--- src/rtl/lab3_sequence_generator.sv ---
// Serial pattern source: shifts a latched WIDTH-bit pattern out MSB-first for
// repeat_n+1 frames, with one idle gap between frames and a done pulse at the end.
module lab3_sequence_generator #(
   parameter int WIDTH = 8,
   parameter int CNT_W = 4
) (
   input  logic             clock,
   input  logic             reset,
   input  logic             start,
   input  logic [WIDTH-1:0] pattern,
   input  logic [CNT_W-1:0] repeat_n,
   output logic             x,
   output logic             valid,
   output logic             busy,
   output logic             done,
   output logic [1:0]       fsm_state
);

   localparam int BW = $clog2(WIDTH);
   localparam logic [BW-1:0] LAST_BIT = BW'(WIDTH - 1);

   typedef enum logic [1:0] {
      IDLE = 2'd0,
      SEND = 2'd1,
      GAP  = 2'd2,
      DONE = 2'd3
   } state_t;

   state_t           state;
   logic [WIDTH-1:0] pat_reg;
   logic [WIDTH-1:0] shift_reg;
   logic [BW-1:0]    bit_cnt;
   logic [CNT_W-1:0] frame_cnt;

   assign fsm_state = state;

   // Outputs are registered from the current state, so they trail the state by
   // one cycle; done=1 marks the visible DONE cycle, in which start is refused.
   always_ff @(posedge clock) begin
      if (!reset) begin
         state     <= IDLE;
         pat_reg   <= '0;
         shift_reg <= '0;
         bit_cnt   <= '0;
         frame_cnt <= '0;
         x         <= 1'b0;
         valid     <= 1'b0;
         busy      <= 1'b0;
         done      <= 1'b0;
      end else begin
         case (state)
            IDLE: begin
               x     <= 1'b0;
               valid <= 1'b0;
               busy  <= 1'b0;
               done  <= 1'b0;
               if (start && !done) begin
                  pat_reg   <= pattern;
                  shift_reg <= pattern;
                  frame_cnt <= repeat_n;
                  bit_cnt   <= LAST_BIT;
                  state     <= SEND;
               end
            end
            SEND: begin
               x         <= shift_reg[WIDTH-1];
               valid     <= 1'b1;
               busy      <= 1'b1;
               done      <= 1'b0;
               shift_reg <= {shift_reg[WIDTH-2:0], 1'b0};
               bit_cnt   <= bit_cnt - 1'b1;
               if (bit_cnt == '0) begin
                  if (frame_cnt != '0) begin
                     frame_cnt <= frame_cnt - 1'b1;
                     shift_reg <= pat_reg;
                     bit_cnt   <= LAST_BIT;
                     state     <= GAP;
                  end else begin
                     state <= DONE;
                  end
               end
            end
            GAP: begin
               x     <= 1'b0;
               valid <= 1'b0;
               busy  <= 1'b1;
               done  <= 1'b0;
               state <= SEND;
            end
            DONE: begin
               x     <= 1'b0;
               valid <= 1'b0;
               busy  <= 1'b1;
               done  <= 1'b1;
               state <= IDLE;
            end
            default: state <= IDLE;
         endcase
      end
   end

endmodule

--- config.mk ---
export PLATFORM = sky130hd
export DESIGN_NAME = lab3_sequence_generator
export DESIGN_NICKNAME = d
export VERILOG_FILES = /design/src/rtl/lab3_sequence_generator.sv
export SDC_FILE = /design/constraint.sdc
export NUM_CORES = 1
export LEC_CHECK = 0
export CAP_MARGIN = 10
export CORE_MARGIN = 2
export CORE_UTILIZATION = 47
export DETAILED_ROUTE_END_ITERATION = 10
export PLACE_DENSITY = 0.74
export SLEW_MARGIN = 20
export SYNTH_ARGS = -nofsm -noshare
export SYNTH_HDL_FRONTEND = slang
export SYNTH_SLANG_ARGS = --single-unit
--- constraint.sdc ---
create_clock -name clock -period 1.7 [get_ports clock]
set_clock_uncertainty 0.2 [all_clocks]
set_input_delay 0.255 -clock clock [delete_from_list [all_inputs] [get_ports clock]]
set_output_delay 0.255 -clock clock [all_outputs]
set_load 0.05 [all_outputs]
======== Word-level counts from Yosys, hierarchy flattened ========
Index checks and enable logic that the tools add are counted.
W data, S select, Z words.
storage, ports and cells
  output and inout bits ................... 6
  bits in registers ....................... 29
  logic and storage cells ................. 50
operators by class
  reduce and logical (&&, ||, !) cells .... 13
  equality and inequality tests ........... 6
  add/sub/neg operators ................... 2
  muxes and demuxes ....................... 20
operator list
  operator               number
  $mux W8                3
  $pmux W8 S2            1
  $mux W4                3
  $mux W3                3
  $reduce_or A3 Y1       3
  $pmux W1 S2            4
  $pmux W2 S4            1
  $pmux W4 S2            1
  $ne A2 B2 Y1 const B   3
  $pmux W3 S2            1
  $reduce_and A2 Y1      3
  $eq A2 B2 Y1 const B   2
  $mux W2                2
  $reduce_and A4 Y1      1
  $reduce_bool A4 Y1     1
  $sub A4 B1 Y4 const B  1
  $logic_not A3 Y1       1
  $sub A3 B1 Y3 const B  1
  $eq A2 B1 Y1 const B   1
  $logic_not A2 Y1       1
  $reduce_bool A2 Y1     1
  $logic_and A1 B1 Y1    1
  $logic_not A1 Y1       1
  $mux W1                1

======== Depth between registers and ports, before layout ========
Gate-level depths: netlist (run 1).
  depth in word-level cells ............... 4
  mapped depth ............................ 6

======== Least setup slack after synthesis (run 1) ========
No wires, ideal clock.
  kind .................................... reg-to-reg
  start ................................... register state[0], in the netlist fsm_state[0]
  end ..................................... register frame_cnt[0]
  cell stages (with the launch flop) ...... 6
  arrival time ............................ 1.641 ns
  period minus slack after synthesis ...... 1.964 ns
  data required time ...................... 1.377 ns
  library setup time ...................... 0.123 ns
  setup slack ............................. -0.264 ns
  path through ............................ dfxtp_1 or4b_1 buf_4 a22oi_4 a21boi_2 o21ai_1
on the way
  word-level cells in the longest chain between the ends .. 3
  elaborated cells between the ends (all ways) .. 8
  those cells by class .................... eq/ne: 4; mux: 1; reduce/logical: 3
RTL lines
  element                                                              line  text
  start: declaration                                                   29    state_t state;
  start signal: assignment                                             41    state <= IDLE;
  start signal: assignment                                             62    state <= SEND;
  start signal: assignment                                             77    state <= GAP;
  $eq A2 B1 Y1 or $logic_not A2 Y1 (tied branches)                     51    case (state)
  $ne A2 B2 Y1 (no source line) or $reduce_bool A2 Y1 (tied branches)  -
  $reduce_and A4 Y1 (no source line)                                   -
  end signal: assignment                                               60    frame_cnt <= repeat_n;
  end signal: assignment                                               74    frame_cnt <= frame_cnt - 1'b1;
  end: declaration                                                     33    logic [CNT_W-1:0] frame_cnt;
Several ways; a longest one is shown, not always the timed one.
A chain may end at the register's enable or synchronous reset.

======== Worst setup path in the final report (run 1) ========
  start ................................... register bit_cnt[1]
  end ..................................... register frame_cnt[0]
on the way
  word-level cells in the longest chain between the ends .. 3
RTL lines
  element                             line  text
  start: declaration                  32    logic [BW-1:0] bit_cnt;
  start signal: assignment            71    bit_cnt <= bit_cnt - 1'b1;
  $logic_not A3 Y1                    72    if (bit_cnt == '0) begin
  $ne A2 B2 Y1 (no source line)       -
  $reduce_and A4 Y1 (no source line)  -
No other way between the ends.

==> results_dict.tcl, run 1 <==
set metrics [dict create \
    grt_pass1_vias 1330 \
    hpwl_mm 2.58 \
    gp_congestion 0.792 \
    n_fill_cell 219 \
    ys_seq_elements 29 \
    crit_path_max_fanout 5 \
    port_buffers 20 \
    syn-num-nets 180 \
    rows 19 \
    syn2layout_area_growth_pct 44.1 \
    clkSinkCount 29 \
    detail-route-antenna-nets 0 \
    grt_pass1_wl_mm 5.94 \
    first_iter_violations 39 \
    worst_pin_slew_ns 0.320 \
    syn_area_per_cell_um2 8.50 \
    r2r_slack_ns -0.11 \
    clkTransAtPathRegs_ns 0.10 \
    totalPowerFinal_mw 1.92 \
    peakVddDrop_mv 0.799 \
    grt_antenna_before_repair 0 \
    final_common_cell "buf_4" \
    p_leak_nw 0.814 \
    violations "negative setup slack" \
    ys.flop_type "dfxtp_1" \
    fp.dieW_um 58.1 \
    cts_root_buffer "clkbuf_4" \
    cp_cell_sequence "inv_2 > ha_4 > or4bb_4 > a22oi_4 > a21boi_2 > o21ai_1" \
    num_antenna_cells 0 \
    critPathLaunchType "flip-flop" \
    layout_common_cells "buf_4, nand2_1, dfxtp_1" \
    hold_path_class "reg2reg" \
    r2r_start "bit_cnt[1]$_SDFFE_PN0P_" \
    grt_overflow 0 \
    viasPerCell 5.80 \
    place_area_um2 1830 \
    drv_slew 0 \
    firstDrtPassIters 4 \
    ys_warn_count 0 \
    drv_cap 0 \
    dieArea_um2 3380 \
    outcome "finished, violations left" \
    setup_ws_ns -0.106 \
    synth_enable_flop_cells 0 \
    r2r-end "frame_cnt[0]$_SDFFE_PN0P_" \
    synth_area_leaders "dfxtp_1, nand2_1, a21boi_1" \
    final_area_um2 1980 \
    slowest_delay_ns 0.48 \
    reg2regPathDepth 6 \
    wl_mm 3.76 \
    wl_per_cell_um 15.5 \
    fin_crit_ns 1.81 \
    path_class "reg2reg" \
    grt_start_max_net_pins 23 \
    numCtsBuffers 5 \
    path_buf_inv 1 \
    cts.htree.levels 2 \
    whs_path_depth 2 \
    final_cells 243 \
    p_per_area_nw_per_um2 967 \
    final-setup-viol-count 3 \
    hold_viol_final 0 \
    synth_top_area_share 0.421 \
    post-route-period-util 1.06 \
    cp-startpoint "bit_cnt[1]$_SDFFE_PN0P_" \
    drive_gt1_frac 0.340 \
    crit_arrival_ns 1.84 \
    ys_async_sr_fraction 0 \
    track_usage 0.237 \
    nets 229 \
    synthDistinctLibCells 37 \
    crit_required_ns 1.74 \
    dp.cells 233 \
    vias 1409 \
    core_area_um2 2780 \
    syn-instance-count 162 \
    slew_headroom 0.785 \
    cp_top_family "simple AND/OR/NAND/NOR gates" \
    rsz0062_at_grt "true" \
    start_util 0.495 \
    netlist_area_um2 1380 \
    end_kind "flip-flop" \
    min_from "pat_reg[7]$_SDFFE_PN0P_" \
    min_to "pat_reg[7]$_SDFFE_PN0P_" \
    cts.path.max_buffers 2 \
    ys_seq_area_frac 0.421 \
    cts_hold_buffers 0 \
    fin_util 0.713 \
    drcViolationCount 0 \
    insertion_delay_ns 0.34 \
    cts_tree "yes" \
    synth_top_area_cell "dfxtp_1" \
    io_pins 21 \
    maxClockFrequency_mhz 554 \
    die_h_um 58.1 \
    crit_slowest_cell "or4bb_4" \
]
## repair_timing
action,4_1_cts,5_1_grt
pin swaps,3,1
setup buffers,1,1
gates resized for setup,8,15
setup endpoints to repair,8,16
## final cells by class
cell class	count	area (µm²)	share of cell area
Multi-Input combinational cell	119	818	0.412
Sequential cell	29	594	0.299
Timing Repair Buffer	50	455	0.230
Tap cell	31	38.8	0.0195
Clock buffer	5	37.5	0.0189
Inverter	6	22.5	0.0113
Clock inverter	3	17.5	0.00883
## power breakdown
part           leakage (nW)  switching [mW]  total [mW]  internal, mW
Clock                0.0310           0.265       0.421         0.156
Sequential            0.241          0.0510       0.802         0.751
Combinational         0.541           0.345       0.696         0.350
Total                 0.814           0.662        1.92          1.26
## worst max-delay path by stage
stage | end | slack, ns | depth (start not counted)
final | frame_cnt[0]$_SDFFE_PN0P_ | -0.11 | 6
after global routing | frame_cnt[0]$_SDFFE_PN0P_ | -0.16 | 6
after detailed placement | frame_cnt[0]$_SDFFE_PN0P_ | -0.41 | 5
after CTS | frame_cnt[0]$_SDFFE_PN0P_ | -0.09 | 6
after floorplan | frame_cnt[0]$_SDFFE_PN0P_ | -0.07 | 5
after global placement | frame_cnt[0]$_SDFFE_PN0P_ | -0.34 | 5
## cells in the mapped netlist, types with 2 or more instances
cell type  number
clkbuf_1        6
o21ai_1         4
o21a_1          2
a21oi_1         9
nor2b_1         5
o21ai_0        10
o31ai_1         4
nand2b_1        5
a21boi_1        9
mux2i_1         3
nand3_1         6
and3_1          5
nor2_1          7
inv_1           5
nor3_1          3
a32oi_1         3
dfxtp_1        29
ha_1            3
nand2_1        26
## cell families (layout without fill, tap and decap cells)
kind of cell | count (synthesis) | count (layout) | share of synthesized area
simple gates | 63 | 63 | 0.233
compound gates | 50 | 50 | 0.254
flops | 29 | 29 | 0.421
buf+inv | 14 | 64 | 0.0418
fa+ha+maj | 3 | 3 | 0.0273
mux | 3 | 3 | 0.0218
## per-stage QoR
step | setup WS, ns | TNS [ns] | hold WS [ns]
5_1_grt | -0.159 | -0.719 | 0.277
3_5_place_dp | -0.408 | -4.46 | 0.239
2_1_floorplan | -0.0738 | -0.223 | 0.190
6_report | -0.106 | -0.244 | 0.259
3_3_place_gp | -0.338 | -3.73 | 0.227
4_1_cts | -0.0917 | -0.201 | 0.262
## per-layer routing
metal | global-route usage | up-vias | routed length [µm]
li1 | - | 679 | -
met1 | 0.272 | 673 | 1540
met2 | 0.404 | 51 | 1940
met3 | 0.0804 | 6 | 226
met4 | 0.0963 | 0 | 44
met5 | 0 | - | 0
## tightest hold or removal path, cell delays in order, from the launching register on
cell and delay [ns]:
dfxtp_1 0.32, nand2_1 0.05, a21boi_1 0.05
Note: power is estimated with default switching activity, not from simulation.
==> run 2: changes to the inputs <==
--- a/config.mk
+++ b/config.mk
@@ -10,6 +10,7 @@
 export CORE_UTILIZATION = 47
 export DETAILED_ROUTE_END_ITERATION = 10
 export PLACE_DENSITY = 0.74
+export SETUP_SLACK_MARGIN = 0.4
 export SLEW_MARGIN = 20
 export SYNTH_ARGS = -nofsm -noshare
 export SYNTH_HDL_FRONTEND = slang
==> run 2 against run 1 <==
Largest cell class unchanged. Largest power group is now combinational logic. The flow still finishes with violations (negative setup slack). Critical path type unchanged. Register-to-register slack barely moved. Utilization rose by 9.5 points. Wire length rose by 16%.
==> results_dict.tcl, run 2 (same netlist as run 1, synthesis figures left out) <==
set metrics [dict create \
    maxClockFrequency_mhz 557 \
    sequentialPowerShare 0.371 \
    numCtsBuffers 5 \
    syn2layout_area_growth_pct 63.3 \
    grt_antenna_before_repair 0 \
    crit_arrival_ns 1.83 \
    p_leak_nw 0.891 \
    totalPowerFinal_mw 2.19 \
    swShare 0.345 \
    route.met3.wl_um 204 \
    internal_power_mw 1.43 \
    fp.dieW_um 58.1 \
    drv_cap 0 \
    clkTransAtPathRegs_ns 0.10 \
    detail-route-antenna-nets 0 \
    final_area_um2 2250 \
    hold_viol_final 0 \
    p_per_area_nw_per_um2 973 \
    core_area_um2 2780 \
    hpwl_mm 2.52 \
    grt_pass1_vias 1366 \
    insertion_delay_ns 0.35 \
    start_util 0.495 \
    final_cells 248 \
    grt_pass1_wl_mm 6.12 \
    drv_slew 0 \
    viasPerCell 6.03 \
    end_kind "flip-flop" \
    grt_overflow 0 \
    cts.htree.levels 2 \
    slew_headroom 0.744 \
    dieArea_um2 3380 \
    top_layer "met4" \
    die_h_um 58.1 \
    worst_pin_slew_ns 0.385 \
    violations "negative setup slack" \
    fin_crit_ns 1.79 \
    power.switching_mw 0.756 \
    path_class "reg2reg" \
    pwr-share-comb 0.397 \
    wl_mm 4.35 \
    cts_tree "yes" \
    n_fill_cell 160 \
    post-route-period-util 1.06 \
    post-place-ws_ns -0.467 \
    outcome "finished, violations left" \
    crit_path_max_fanout 5 \
    final_common_cell "nand2_1" \
    rows 19 \
    num_antenna_cells 0 \
    drive_gt1_frac 0.475 \
    multiInputGateArea_um2 965 \
    firstDrtPassIters 4 \
    setup_ws_ns -0.0943 \
    first_iter_violations 62 \
    seqCellArea_um2 598 \
    hold_path_class "reg2reg" \
    vias 1496 \
    rsz0062_at_grt "true" \
    port_buffers 20 \
    pwr-share-clk 0.232 \
    gp_congestion 0.794 \
    dp.cells 229 \
    cts_root_buffer "clkbuf_4" \
    crit_required_ns 1.74 \
    place_area_um2 1840 \
    cts.path.max_buffers 2 \
    drcViolationCount 0 \
    final-setup-viol-count 6 \
    grt_start_max_net_pins 17 \
    wl_met2_mm 2.24 \
    track_usage 0.242 \
    layout_common_cells "nand2_1, dfxtp_1, buf_4" \
    wl_met1_mm 1.81 \
    wl_per_cell_um 17.5 \
    peakVddDrop_mv 1.04 \
    nets 234 \
    io_pins 21 \
    clkSinkCount 29 \
    critPathLaunchType "flip-flop" \
]
[run 2: changes by cell type in the layout (fill, tap and decap cells not counted), sizes merged]
cell	change
buf	+5
clkbuf	+2
clkdlybuf4s50	-1
clkinv	-1
clkinvlp	-1
dlymetal6s2s	+1
[run 2: power groups by stage]
stage          Combinational, mW  Sequential (mW)  Clock (mW)
5_1_grt                    0.928            0.817       0.531
4_1_cts                    0.700            0.802       0.501
3_3_place_gp               0.588            0.810           0
6_report                   0.869            0.812       0.508
2_1_floorplan              0.347            0.840           0
3_5_place_dp               0.612            0.813           0
[run 2: path summary, 6_finish.rpt]
check        slack (ns)                    start                         to  depth (start not counted)
max               -0.09  bit_cnt[1]$_SDFFE_PN0P_  frame_cnt[0]$_SDFFE_PN0P_                          6
max reg2reg       -0.09  bit_cnt[1]$_SDFFE_PN0P_  frame_cnt[0]$_SDFFE_PN0P_                          6
min                0.26  pat_reg[2]$_SDFFE_PN0P_    pat_reg[2]$_SDFFE_PN0P_                          2
min reg2reg        0.26  pat_reg[2]$_SDFFE_PN0P_    pat_reg[2]$_SDFFE_PN0P_                          2
[run 2: timing repair]
action,in CTS,in global routing
hold buffers,0,0
resized for setup,27,44
endpoints found under the setup margin,32,32
pin swaps,6,13
cloned,1,1
setup buffers,6,3
hold endpoints to repair,0,0
[run 2: critical path, cell delays in order, from the launching register on]
cell and delay (ns):
dfxtp_2 0.34, inv_2 0.08, ha_4 0.14, or4bb_4 0.49, a22oi_4 0.20, a21boi_2 0.18
o21ai_1 0.06
[run 2: layer usage]
layer	vias to the layer above	track usage
met5	-	0
met4	0	0.120
met3	12	0.0625
met2	54	0.409
met1	739	0.282
li1	691	-
[run 2: final cells by class]
class,instances,share of cell area
Inverter,6,0.0100
Timing Repair Buffer,55,0.247
Clock inverter,1,0.00222
Tap cell,31,0.0172
Multi-Input combinational cell,119,0.429
Sequential cell,29,0.266
Clock buffer,7,0.0289
[run 2: metrics by stage]
step | TNS (ns) | utilization | hold WS [ns]
after CTS | -0.200 | 0.740 | 0.260
after global routing | -0.658 | 0.809 | 0.286
after floorplan | -0.198 | - | 0.190
after global placement | -3.48 | 0.662 | 0.228
after detailed placement | -4.25 | 0.662 | 0.239
final | -0.290 | 0.809 | 0.262
==> run 3: changes to the inputs <==
--- a/config.mk
+++ b/config.mk
@@ -7,9 +7,8 @@
 export LEC_CHECK = 0
 export CAP_MARGIN = 10
 export CORE_MARGIN = 2
-export CORE_UTILIZATION = 47
+export CORE_UTILIZATION = 40
 export DETAILED_ROUTE_END_ITERATION = 10
-export PLACE_DENSITY = 0.74
 export SETUP_SLACK_MARGIN = 0.4
 export SLEW_MARGIN = 20
 export SYNTH_ARGS = -nofsm -noshare
==> constraint.sdc (replaced) <==
create_clock -name clock -period 2.2 [get_ports clock]
set_clock_uncertainty 0.2 [all_clocks]
set_input_delay 0.33 -clock clock [delete_from_list [all_inputs] [get_ports clock]]
set_output_delay 0.33 -clock clock [all_outputs]
set_load 0.05 [all_outputs]
==> run 3 against run 2 <==
The flow now finishes without violations. Sequential cell count unchanged. Worst hold slack got worse by 0.024 ns. Critical path depth unchanged. Register-to-register slack improved by 0.49 ns. Critical endpoint is now frame_cnt[1]$_SDFFE_PN0P_. Design area decreased by 19%. Sequential power decreased by 23%. Non-clock buffer count decreased by 20. Combinational power decreased by 50%. Total power decreased by 38%. Clock-buffer cell count increased by 1.
==> results_dict.tcl, run 3 (same netlist as run 1, synthesis figures left out) <==
set metrics [dict create \
    outcome "finished, final reports clean" \
    wl_mm 3.40 \
    hold_path_class "reg2reg" \
    drcViolationCount 0 \
    fin_util 0.548 \
    final-setup-viol-count 0 \
    numCtsBuffers 5 \
    p_leak_nw 0.719 \
    peakVddDrop_mv 0.377 \
    nets 214 \
    final.setup.tns_ns 0 \
    dp.cells 230 \
    insertion_delay_ns 0.33 \
    worst_pin_slew_ns 0.495 \
    num_antenna_cells 0 \
    end_kind "flip-flop" \
    crit_path_max_fanout 5 \
    wl_per_cell_um 14.0 \
    p_per_area_nw_per_um2 751 \
    firstDrtPassIters 4 \
    slew_headroom 0.672 \
    grt_pass1_wl_mm 5.64 \
    r2r_slack_ns 0.40 \
    clkSinkCount 29 \
    drive_gt1_frac 0.208 \
    setup_ws_ns 0.399 \
    clkTransAtPathRegs_ns 0.09 \
    cts.htree.levels 2 \
    io_pins 21 \
    critPathLaunchType "flip-flop" \
    crit_required_ns 2.22 \
    first_iter_violations 63 \
    grt_antenna_before_repair 0 \
    die_h_um 62.7 \
    port_buffers 20 \
    final_common_cell "nand2_1" \
    totalPowerFinal_mw 1.36 \
    drv_slew 0 \
    drv_cap 0 \
    detail-route-antenna-nets 0 \
    post-place-ws_ns 0.00168 \
    maxClockFrequency_mhz 555 \
    cts_hold_buffers 0 \
    gp_congestion 0.888 \
    crit_arrival_ns 1.82 \
    dieArea_um2 3930 \
    track_usage 0.183 \
    fp.dieW_um 62.7 \
    grt_overflow 0 \
    viasPerCell 5.26 \
    core_area_um2 3310 \
    start_util 0.416 \
    n_fill_cell 328 \
    fin_crit_ns 1.80 \
    syn2layout_area_growth_pct 31.8 \
    layout_common_cells "nand2_1, dfxtp_1, buf_4" \
    rows 21 \
    grt_start_max_net_pins 15 \
    rsz0062_at_grt "true" \
    path_class "reg2reg" \
    vias 1279 \
    final_cells 243 \
    hpwl_mm 2.41 \
    post-route-period-util 0.819 \
    hold_viol_final 0 \
    grt_pass1_vias 1212 \
    cts_root_buffer "clkbuf_4" \
    cts_tree "yes" \
    cts.path.max_buffers 2 \
]
==> run 3: cell type report <==
cell class / count / area [µm²] / area share
clock buffers: 8 / 48.8 / 0.0269
inverters: 6 / 22.5 / 0.0124
multi-input cells: 119 / 781 / 0.430
flip-flops and latches: 29 / 597 / 0.329
well taps: 46 / 57.6 / 0.0317
repair buffers: 35 / 309 / 0.170
==> run 3: routing by layer <==
metal / up-vias / share of wire / wire (µm) / global-route usage
li1: 653 / - / - / -
met1: 589 / 0.46 / 1580 / 0.233
met2: 29 / 0.48 / 1620 / 0.294
met3: 8 / 0.043 / 145 / 0.0486
met4: 0 / 0.017 / 57 / 0.0750
met5: - / 0 / 0 / 0
==> run 3: what timing repair did <==
item / 4_1_cts / 5_1_grt
setup buffers: 2 / 3
endpoints found under the hold margin: 0 / 0
resized for setup: 16 / 9
pin swaps: 1 / 7
setup endpoints to repair: 17 / 16
cloned: 0 / 0
==> run 3: path summary, 6_finish.rpt <==
path | from | to | cells past startpoint
max reg2reg | bit_cnt[1]$_SDFFE_PN0P_ | frame_cnt[1]$_SDFFE_PN0P_ | 6
max | bit_cnt[1]$_SDFFE_PN0P_ | frame_cnt[1]$_SDFFE_PN0P_ | 6
min | bit_cnt[0]$_SDFFE_PN0P_ | bit_cnt[0]$_SDFFE_PN0P_ | 1
min reg2reg | bit_cnt[0]$_SDFFE_PN0P_ | bit_cnt[0]$_SDFFE_PN0P_ | 1
==> run 3: report_power, final <==
| group | internal (mW) | switching (mW) | leakage [nW] |
|---|---|---|---|
| logic | 0.204 | 0.229 | 0.451 |
| registers | 0.582 | 0.0455 | 0.242 |
| clock network | 0.127 | 0.176 | 0.0265 |
| total | 0.912 | 0.451 | 0.719 |
==> run 3: critical path, cell delays in order (launching register included) <==
cell and delay [ns]:
dfxtp_2 0.33, inv_2 0.07, ha_4 0.14, or4bb_4 0.47, a22oi_4 0.22, o211ai_1 0.13
o211a_1 0.13
==> run 3: stage by stage <==
| step | hold WS (ns) | area [µm²] |
|---|---|---|
| 2_1_floorplan | 0.217 | 1400 |
| 3_3_place_gp | 0.230 | 1690 |
| 3_5_place_dp | 0.240 | 1690 |
| 4_1_cts | 0.240 | 1770 |
| 5_1_grt | 0.259 | 1820 |
| 6_report | 0.238 | 1820 |
